File: src/rtl/rtp_pkg.sv
// Shared types and constants for the AR1021 touch sequencer.
// Report framing: one header byte followed by four 7-bit payload bytes.
package rtp_pkg;

  typedef enum logic [2:0] {
    S_IDLE,
    S_POLL_WAIT,
    S_LOAD,
    S_ARM,
    S_XFER,
    S_GAP
  } state_t;

  localparam int         REPORT_BYTES = 5;
  localparam logic [7:0] HDR_MASK     = 8'h80;
  localparam int         PEN_BIT      = 0;
  localparam logic [7:0] DUMMY_BYTE   = 8'h00;

  function automatic logic flag_set(input logic [7:0] b);
    return (b & HDR_MASK) != 8'h00;
  endfunction

endpackage

File: src/rtl/rtp_delay.sv
// Loadable down-counter; done is high while the count sits at zero.
// Shared by the poll interval and the inter-byte gap.
module rtp_delay #(
  parameter int W = 17
) (
  input  logic         clk,
  input  logic         reset,
  input  logic         load,
  input  logic [W-1:0] load_val,
  output logic         done
);

  logic [W-1:0] cnt;

  always_ff @(posedge clk) begin
    if (reset) begin
      cnt <= '0;
    end else if (load) begin
      cnt <= load_val;
    end else if (cnt != '0) begin
      cnt <= cnt - W'(1);
    end
  end

  assign done = (cnt == '0);

endmodule

File: src/rtl/rtp_touch_ctrl.sv
// AR1021 polling sequencer: drives dummy bytes through RTP and
// assembles the 5-byte touch report into latched X/Y/pen.
module rtp_touch_ctrl
  import rtp_pkg::*;
#(
  parameter int GAP_CYCLES  = 1250,
  parameter int POLL_CYCLES = 250000
) (
  input  logic        clk,
  input  logic        reset,
  input  logic        enable,
  output logic        rtp_load,
  output logic [15:0] rtp_in,
  input  logic [15:0] rtp_out,
  output logic [11:0] x,
  output logic [11:0] y,
  output logic        pen,
  output logic        valid,
  output logic        err,
  output logic        active
);

  localparam int MAXP = (GAP_CYCLES > POLL_CYCLES) ?
                        GAP_CYCLES : POLL_CYCLES;
  localparam int CWR  = $clog2(MAXP) + 1;
  localparam int CW   = (CWR < 17) ? 17 : CWR;

  localparam logic [CW-1:0] POLL_RLD = CW'(POLL_CYCLES - 1);
  localparam logic [CW-1:0] GAP_RLD  = CW'(GAP_CYCLES - 1);
  localparam logic [2:0]    IDX_LAST = 3'(REPORT_BYTES - 1);

  state_t      state;
  state_t      nxt;
  logic        busy;
  logic [7:0]  rx;
  logic        unused_bits;
  logic [2:0]  idx;
  logic        rej;
  logic        last;
  logic        take;
  logic        adv;
  logic        dly_load;
  logic        dly_done;
  logic [CW-1:0] dly_val;

  logic        pen_s;
  logic [6:0]  x_lo;
  logic [4:0]  x_hi;
  logic [6:0]  y_lo;

  assign busy        = rtp_out[15];
  assign rx          = rtp_out[7:0];
  assign unused_bits = ^rtp_out[14:8];
  assign rtp_in      = {8'h00, DUMMY_BYTE};
  assign last        = (idx == IDX_LAST);

  rtp_delay #(.W(CW)) u_delay (
    .clk      (clk),
    .reset    (reset),
    .load     (dly_load),
    .load_val (dly_val),
    .done     (dly_done)
  );

  always_ff @(posedge clk) begin
    if (reset) state <= S_IDLE;
    else       state <= nxt;
  end

  always_comb begin
    nxt      = state;
    dly_load = 1'b0;
    dly_val  = POLL_RLD;
    rtp_load = 1'b0;
    take     = 1'b0;
    adv      = 1'b0;
    active   = 1'b0;
    unique case (state)
      S_IDLE: begin
        if (enable && !busy) begin
          nxt      = S_POLL_WAIT;
          dly_load = 1'b1;
        end
      end
      S_POLL_WAIT: begin
        if (!enable)       nxt = S_IDLE;
        else if (dly_done) nxt = S_LOAD;
      end
      S_LOAD: begin
        active = 1'b1;
        // never pulse a load into a still-busy engine
        if (!busy) begin
          rtp_load = 1'b1;
          nxt      = S_ARM;
        end
      end
      S_ARM: begin
        active = 1'b1;
        nxt    = S_XFER;
      end
      S_XFER: begin
        active = 1'b1;
        if (!busy) begin
          take     = 1'b1;
          nxt      = S_GAP;
          dly_load = 1'b1;
          dly_val  = GAP_RLD;
        end
      end
      S_GAP: begin
        active = 1'b1;
        if (dly_done) begin
          if (rej || last) begin
            if (enable) begin
              nxt      = S_POLL_WAIT;
              dly_load = 1'b1;
            end else begin
              nxt = S_IDLE;
            end
          end else begin
            nxt = S_LOAD;
            adv = 1'b1;
          end
        end
      end
      default: nxt = S_IDLE;
    endcase
  end

  always_ff @(posedge clk) begin
    if (reset) begin
      idx   <= '0;
      rej   <= 1'b0;
      pen_s <= 1'b0;
      x_lo  <= '0;
      x_hi  <= '0;
      y_lo  <= '0;
      x     <= '0;
      y     <= '0;
      pen   <= 1'b0;
      valid <= 1'b0;
      err   <= 1'b0;
    end else begin
      valid <= 1'b0;
      err   <= 1'b0;
      if (state == S_POLL_WAIT) begin
        idx <= '0;
        rej <= 1'b0;
      end
      if (adv) idx <= idx + 3'd1;
      if (take) begin
        unique case (1'b1)
          (idx == 3'd0) && !flag_set(rx): begin
            rej <= 1'b1;
          end
          (idx != 3'd0) && flag_set(rx): begin
            rej <= 1'b1;
            err <= 1'b1;
          end
          default: begin
            case (idx)
              3'd0: pen_s <= rx[PEN_BIT];
              3'd1: x_lo  <= rx[6:0];
              3'd2: x_hi  <= rx[4:0];
              3'd3: y_lo  <= rx[6:0];
              3'd4: begin
                x     <= {x_hi, x_lo};
                y     <= {rx[4:0], y_lo};
                pen   <= pen_s;
                valid <= 1'b1;
              end
              default: ;
            endcase
          end
        endcase
      end
    end
  end

endmodule
File: config.mk
export PLATFORM = sky130hd
export DESIGN_NAME = rtp_touch_ctrl
export DESIGN_NICKNAME = d
export VERILOG_FILES = /design/src/rtl/rtp_pkg.sv /design/src/rtl/rtp_delay.sv /design/src/rtl/rtp_touch_ctrl.sv
export SDC_FILE = /design/constraint.sdc
export NUM_CORES = 1
export LEC_CHECK = 0
export ABC_AREA = 1
export ABC_CLOCK_PERIOD_IN_PS = 3500
export CAP_MARGIN = 40
export CORE_ASPECT_RATIO = 1.25
export CORE_MARGIN = 5
export CORE_UTILIZATION = 53
export DETAILED_ROUTE_END_ITERATION = 8
export PLACE_DENSITY = 0.81
export SYNTH_ARGS = -nofsm -noshare
export SYNTH_HDL_FRONTEND = slang
export SYNTH_SLANG_ARGS = --single-unit
export TNS_END_PERCENT = 1
File: constraint.sdc
create_clock -name clk -period 3.5 [get_ports clk]
set_input_delay 0.7 -clock clk [delete_from_list [all_inputs] [get_ports clk]]
set_output_delay 0.7 -clock clk [all_outputs]
set_load 0.03 [all_outputs]
==> results.json, run 1 <==
{
  "rsz0062_at_grt": "false",
  "postRouteAntennaNets": 0,
  "grt_pass1_wl_mm": 12.4,
  "maxCapViolations": 0,
  "setup_tns_ns": 0,
  "cts_sinks": 73,
  "grt_pass1_vias": 2761,
  "seq_area_frac_synth": 0.434,
  "fin_skew_ns": 0.00576,
  "hold_class": "register to register",
  "whs_ns": 0.443,
  "dpl_cell_area_um2": 3760,
  "dp_hpwl_mm": 5.31,
  "hold_violations": 0,
  "vias": 2914,
  "syn-cell-area_um2": 3370,
  "io_pins": 64,
  "rows": 32,
  "drc": 0,
  "p_leak_uw": 0.00177,
  "drive_above_1_share": 0.0746,
  "initial_utilization": 0.546,
  "drtIter0Drc": 142,
  "grt_usage": 0.196,
  "post_drt_via_cell_ratio": 5.02,
  "final_max_slew_viol_count": 0,
  "nFillCells": 564,
  "required_ns": 2.80,
  "postSynthCellCount": 450,
  "clk_path_buf_depth": 2,
  "cts_buffers": 9,
  "ir_drop_v": 0.000315,
  "antenna_found_initial": 0,
  "nets": 517,
  "max_freq_mhz": 364,
  "cp-start-kind": "register",
  "end_kind": "primary output",
  "hold_buffers": 0,
  "path_class": "register to primary output",
  "r2r_cells": 11,
  "io_buffers": 40,
  "core_um2": 6170,
  "first_pass_iters": 4,
  "synth.avg_cell_area_um2": 7.48,
  "die_h_um": 99.1,
  "drt_wl_total_mm": 7.37,
  "gr-total-overflow": 0,
  "ctsResizeCount": 0,
  "period_needed_ns": 2.75,
  "clk_latency_ns": 0.35,
  "die_area_um2": 8060,
  "cellPowerDensity_nw_per_um2": 663,
  "setup_violations": 0,
  "die_x_um": 81.3,
  "path_max_fanout": 6,
  "root_buffer": "clkbuf_8",
  "cts.clk_slew.worst_paths_ns": 0.08,
  "area_delta_synth_final_pct": 17.7,
  "status": "complete, no violations",
  "cts_tree": "yes",
  "cts_setup_buffers": 0,
  "hold_path_depth": 2,
  "yosys_register_bits": 73,
  "crit_arrival_ns": 2.05,
  "routabilityCongestion": 0.911,
  "fin_crit_sh": 0.785,
  "diodes": 0,
  "synth_warnings": 0,
  "avgRoutedWirePerCell_um": 12.7,
  "yosysUniqueCellTypes": 32,
  "stdcell_area_um2": 3960,
  "cts-htree-levels": 3,
  "grt_start_max_net_pins": 39
}
[through the flow]
step | setup WS, ns | utilization | power (uW) | std cells
final | 0.751 | 0.643 | 2630 | 581
after global routing | 0.592 | 0.643 | 2830 | 581
after CTS | 0.731 | 0.643 | 2630 | 581
after detailed placement | 0.856 | 0.610 | 1970 | 565
after global placement | 0.899 | 0.610 | 1930 | 565
after floorplan | 1.58 | - | 1790 | 465
[critical path, cell delays in order, from the launching register on]
cell             delay [ns]
dfxtp_1                0.41
inv_1                  0.19
nand2_1                0.09
nor2_1                 0.17
inv_1                  0.08
nor2_1                 0.09
clkdlybuf4s50_1        0.68
[synth_stat cells, drive strengths merged]
cell | number | area [um^2]
a21oi | 13 | 65.1
buf | 20 | 158
clkbuf | 7 | 26.3
conb | 1 | 3.75
dfxtp | 73 | 1460
ha | 7 | 87.6
inv | 30 | 113
nand2 | 60 | 245
nand3 | 19 | 125
nand3b | 2 | 15.0
nand4 | 8 | 56.3
nor2 | 135 | 558
nor3 | 6 | 30.0
nor4 | 2 | 12.5
o211ai | 2 | 28.8
o21a | 2 | 15.0
o21ai | 49 | 245
o21bai | 1 | 7.51
xnor2 | 5 | 43.8
xor2 | 8 | 70.1
[logic make-up (layout without fill, tap and decap cells)]
kind of cell | count (synthesis) | count (layout) | share of synthesized area
simple gates | 232 | 232 | 0.310
flops | 73 | 73 | 0.434
compound gates | 67 | 67 | 0.107
buf+inv | 57 | 88 | 0.0881
xor+xnor | 13 | 13 | 0.0338
fa+ha+maj | 7 | 7 | 0.0260
other cells | 1 | 16 | 0.00111
[cells in the final DEF, fill, tap and decap left out, drive strengths merged, types with 5 or more instances in the layout]
cell type,synthesis,routed
a21oi,13,13
clkbuf,7,9
clkdlybuf4s50,0,40
conb,1,16
dfxtp,73,73
ha,7,7
inv,30,32
nand2,60,60
nand3,19,19
nand4,8,8
nor2,135,135
nor3,6,6
o21ai,49,49
xnor2,5,5
xor2,8,8
[area by class of cell]
type | instances | area (um^2) | share of cell area
multi-input cells | 335 | 1670 | 0.420
well taps | 85 | 106 | 0.0268
clock buffers | 9 | 124 | 0.0313
repair buffers | 42 | 415 | 0.105
clock inverters | 7 | 78.8 | 0.0199
flip-flops and latches | 73 | 1460 | 0.369
inverters | 30 | 113 | 0.0284
[state kept, by name (all words and copies together), names as in the netlist]
register and flops:
err 1, idx 3, pen 1, pen_s 1
rej 1, state 3, u_delay.cnt 19, valid 1
x 12, x_hi 5, x_lo 7, y 12
y_lo 7
[per-layer routing]
layer | vias to the layer above | GRT usage | share of wire
met5 | - | 0 | 0
met4 | 0 | 0.103 | 0.019
li1 | 1495 | - | -
met3 | 10 | 0.0444 | 0.054
met1 | 1319 | 0.225 | 0.41
met2 | 90 | 0.332 | 0.51
[worst paths after layout]
check                       start         endpoint  slack [ns]
setup reg to reg           idx[0]             x[8]        1.32
hold / removal    u_delay.cnt[18]  u_delay.cnt[18]        0.44
setup / recovery         state[2]         rtp_load        0.75
hold reg to reg   u_delay.cnt[18]  u_delay.cnt[18]        0.44
[power breakdown]
part / leakage, uW / internal, uW / switching, uW / total (uW)
logic: 0.00108 / 338 / 604 / 942
clock network: 0.0000925 / 335 / 328 / 663
registers: 0.000592 / 927 / 94.7 / 1020
total: 0.00177 / 1600 / 1030 / 2630
Power figures use the tool's default switching activity.
==> run 2: changes to the inputs <==
Settings changed: ABC_CLOCK_PERIOD_IN_PS 3500 to 2400, CORE_UTILIZATION 53 to 47, PLACE_DENSITY 0.81 to 0.76.
Clock period 3.5 ns to 2.4 ns, I/O delays scaled along.
==> results.json, run 2 (same netlist as run 1, synthesis figures left out) <==
{
  "status": "complete, no violations",
  "largest-register": "u_delay.cnt",
  "max_freq_mhz": 500,
  "core_um2": 6980,
  "crit_arrival_ns": 2.29,
  "io_buffers": 40,
  "cts-htree-levels": 3,
  "ir_drop_v": 0.000440,
  "drt_wl_total_mm": 7.43,
  "reg_top3": "u_delay.cnt x19, x x12, y x12",
  "intPower_uw": 2350,
  "final-instance-count-excl-fill": 589,
  "grt_usage": 0.171,
  "fin_skew_ns": 0.0107,
  "cts_sinks": 73,
  "ctsResizeCount": 0,
  "clk_latency_ns": 0.35,
  "die_x_um": 85.7,
  "gr-total-overflow": 0,
  "setup_violations": 0,
  "die_h_um": 105,
  "cts.clk_slew.worst_paths_ns": 0.09,
  "first_pass_iters": 5,
  "drtIter0Drc": 131,
  "fin_crit_sh": 0.834,
  "nets": 520,
  "antenna_found_initial": 0,
  "layout.cells.most_common": "nor2_1",
  "hold_violations": 0,
  "cts_setup_buffers": 0,
  "io_pins": 64,
  "cp-start-kind": "register",
  "hold_class": "register to register",
  "rsz0062_at_grt": "false",
  "swShare": 0.392,
  "tightest_slew_ns": 0.560,
  "grt_start_max_net_pins": 26,
  "combinationalPowerShare": 0.359,
  "nFillCells": 651,
  "p_total_uw": 3860,
  "grt_pass1_wl_mm": 12.6,
  "root_buffer": "clkbuf_8",
  "hold_buffers": 0,
  "die_area_um2": 8970,
  "seq_area_um2": 1460,
  "routabilityCongestion": 0.934,
  "end_kind": "register",
  "drive_above_1_share": 0.0802,
  "cellPowerDensity_nw_per_um2": 965,
  "dp_hpwl_mm": 5.42,
  "netSwitchingPower_uw": 1510,
  "required_ns": 2.69,
  "initial_utilization": 0.483,
  "pwr-share-clk": 0.257,
  "cts_tree": "yes",
  "rows": 34,
  "drc": 0,
  "path_class": "register to register",
  "placedCellCount": 573,
  "postRouteAntennaNets": 0,
  "grt_pass1_vias": 2826,
  "setup_tns_ns": 0,
  "final_cell_mix": "nor2_1, dfxtp_1, nand2_1, o21ai_0, clkdlybuf4s50_1",
  "largest_reg_flops": 19,
  "clk_path_buf_depth": 2,
  "multi_input_area_um2": 1670,
  "avgRoutedWirePerCell_um": 12.6,
  "maxCapViolations": 0,
  "final_core_util": 0.573,
  "area_delta_synth_final_pct": 18.8,
  "path_max_fanout": 8,
  "post_drt_via_cell_ratio": 4.96,
  "diodes": 0,
  "final_max_slew_viol_count": 0,
  "period_needed_ns": 2.00,
  "p_seq_frac": 0.384,
  "cts_buffers": 9,
  "vias": 2920,
  "slew_headroom": 0.626,
  "p_leak_uw": 0.00182
}
==> run 2: cell count changes in the layout (fill, tap and decap cells not counted) <==
cell,delta
dlymetal6s2s_1,+2
clkinvlp_4,-2
buf_4,+3
clkdlybuf4s50_1,-2
inv_6,+2
==> run 2: path summary, 6_finish.rpt <==
check	slack [ns]	endpoint	start	depth (start not counted)
worst min-delay path	0.46	u_delay.cnt[18]	u_delay.cnt[18]	2
worst max-delay path	0.40	x_lo[4]	idx[1]	10
worst min register to register	0.46	u_delay.cnt[18]	u_delay.cnt[18]	2
worst max register to register	0.40	x_lo[4]	idx[1]	10
==> run 2: routing by layer <==
metal	global-route usage	vias to the layer above	wire, um
li1	-	1497	-
met1	0.202	1331	3110
met2	0.293	80	3800
met3	0.0480	12	392
met4	0.0611	0	118
met5	0	-	0
==> run 2: final cells by class <==
type                    count  area share
clock buffers               9      0.0310
well taps                  90      0.0282
flip-flops and latches     73       0.365
clock inverters             7      0.0203
inverters                  30      0.0282
multi-input cells         335       0.416
repair buffers             45       0.111
==> run 2: through the flow <==
stage | worst slack [ns] | area, um^2 | hold slack [ns]
5_1_grt | 0.244 | 4000 | 0.490
2_1_floorplan | 0.687 | 3420 | 0.415
4_1_cts | 0.0230 | 4000 | 0.453
3_3_place_gp | 0.217 | 3790 | 0.434
6_report | 0.400 | 4000 | 0.459
3_5_place_dp | 0.161 | 3790 | 0.442
==> run 2: power by group through the flow <==
stage / Sequential (uW) / Clock, uW / Combinational, uW
after detailed placement: 1500 / 0 / 1370
final: 1480 / 993 / 1390
after floorplan: 1480 / 0 / 1120
after global placement: 1500 / 0 / 1340
after CTS: 1480 / 1010 / 1380
after global routing: 1500 / 1070 / 1550
==> run 2: worst max-delay path, cell delays in order (launching register included) <==
cell and delay (ns):
dfxtp_1 0.35, inv_1 0.09, ha_1 0.20, nand2_1 0.07, ha_1 0.27, inv_1 0.06
nor2_4 0.16, nand3_1 0.26, inv_1 0.29, nor2_1 0.06, nor2_1 0.12
==> run 3: changes to the inputs <==
Settings changed: ABC_CLOCK_PERIOD_IN_PS 2400 to 2100, CORE_UTILIZATION 47 to 52, PLACE_DENSITY 0.76 to 0.8.
Clock period 2.4 ns to 2.1 ns, I/O delays scaled along.
==> results.json, run 3 (same netlist as run 1, synthesis figures left out) <==
{
  "status": "complete, no violations",
  "die_x_um": 82.0,
  "p_leak_uw": 0.00182,
  "ir_drop_v": 0.000548,
  "die_area_um2": 8190,
  "antenna_found_initial": 0,
  "fin_skew_ns": 0.0101,
  "clk_latency_ns": 0.35,
  "use_met1": 0.236,
  "io_pins": 64,
  "hp-start": "u_delay.cnt[18]",
  "max_freq_mhz": 505,
  "p_total_uw": 4360,
  "largest-register": "u_delay.cnt",
  "cp-start-kind": "register",
  "use_met3": 0.0467,
  "diodes": 0,
  "grt_usage": 0.203,
  "setup_violations": 0,
  "dpl_cell_area_um2": 3830,
  "avgRoutedWirePerCell_um": 12.9,
  "grt_most_used_layer": "met2",
  "hold_violations": 0,
  "cts_sinks": 73,
  "layout.cells.most_common": "nor2_1",
  "nFillCells": 557,
  "clk_path_buf_depth": 2,
  "first_pass_iters": 4,
  "drc": 0,
  "root_buffer": "clkbuf_8",
  "post_drt_via_cell_ratio": 5.00,
  "period_needed_ns": 1.98,
  "cellPowerDensity_nw_per_um2": 1080,
  "grt_pass1_wl_mm": 13.2,
  "fin_crit_sh": 0.944,
  "grt_pass1_vias": 2923,
  "drtIter0Drc": 136,
  "rows": 32,
  "drt_wl_total_mm": 7.55,
  "required_ns": 1.68,
  "cp-startpoint": "state[0]",
  "end_kind": "primary output",
  "cts_tree": "yes",
  "nets": 523,
  "crit_arrival_ns": 1.56,
  "drive_above_1_share": 0.0936,
  "initial_utilization": 0.539,
  "hold_class": "register to register",
  "cts-htree-levels": 3,
  "grtUsageMet2": 0.348,
  "die_h_um": 100,
  "postRouteAntennaNets": 0,
  "cts.clk_slew.worst_paths_ns": 0.08,
  "core_um2": 6250,
  "maxCapViolations": 0,
  "path_max_fanout": 6,
  "endpoint": "active",
  "largest_reg_flops": 19,
  "grt_start_max_net_pins": 52,
  "io_buffers": 40,
  "dp_hpwl_mm": 5.34,
  "r2r_cells": 9,
  "whs_ns": 0.443,
  "rsz0062_at_grt": "true",
  "area_delta_synth_final_pct": 19.5,
  "vias": 2934,
  "final_max_slew_viol_count": 0,
  "r2r_end": "u_delay.cnt[12]",
  "cts_buffers": 9,
  "r2r_start": "u_delay.cnt[0]",
  "path_class": "register to primary output",
  "stdcell_area_um2": 4030,
  "reg_top3": "u_delay.cnt x19, x x12, y x12",
  "routabilityCongestion": 0.866,
  "gr-total-overflow": 0,
  "r2r_slack_ns": 0.15,
  "final_cell_mix": "nor2_1, dfxtp_1, nand2_1, o21ai_0, clkdlybuf4s50_1"
}
[run 3: cell types whose count changed in the layout (fill, tap and decap cells not counted), moves of 2 or more]
| cell | delta |
|---|---|
| inv_8 | +3 |
| buf_12 | +2 |
| buf_4 | +2 |
| dlymetal6s2s_1 | -2 |
[run 3: repair_timing]
item,in CTS,in global routing
setup endpoints to repair,1,17
hold buffers,0,0
buffers inserted,0,0
resized for setup,1,4
[run 3: worst min-delay path by stage]
| stage | to | slack, ns | cells after the start |
|---|---|---|---|
| 2_1_floorplan | u_delay.cnt[18] | 0.42 | 2 |
| 5_1_grt | pen_s | 0.49 | 2 |
| 3_3_place_gp | u_delay.cnt[18] | 0.43 | 2 |
| 4_1_cts | u_delay.cnt[18] | 0.44 | 2 |
| 3_5_place_dp | u_delay.cnt[18] | 0.43 | 2 |
| 6_report | u_delay.cnt[18] | 0.44 | 2 |
[run 3: report_power, final]
part	leakage [uW]	internal, uW	switching [uW]
clock network	0.000101	468	609
logic	0.00113	571	1010
registers	0.000592	1550	159
[run 3: per-stage QoR]
stage,std cells,TNS (ns),setup WS (ns),utilization
detailed placement,571,-0.0468,-0.0340,0.613
finish,587,0,0.118,0.644
global route,587,-0.0164,-0.0164,0.644
floorplan,465,0,0.387,-
CTS,587,0,0.0605,0.644
global placement,571,0,0.0374,0.613
[run 3: area by class of cell]
type                    count  area [um^2]  share of cell area
well taps                  85          106              0.0264
flip-flops and latches     73         1460               0.363
inverters                  30          113              0.0280
multi-input cells         335         1670               0.414
clock inverters             7         68.8              0.0171
clock buffers               9          124              0.0308
repair buffers             48          483               0.120
[run 3: worst max-delay path: stages (launching register included)]
cell	delay, ns
dfxtp_1	0.39
nor2_4	0.25
nand2_1	0.12
nand3_1	0.09
clkdlybuf4s15_1	0.37
[run 3: routing by layer]
metal	share of wire	wire, um	up-vias
met5	0	0	-
met4	0.017	127	0
li1	-	-	1509
met1	0.42	3170	1350
met2	0.53	3960	62
met3	0.038	288	13
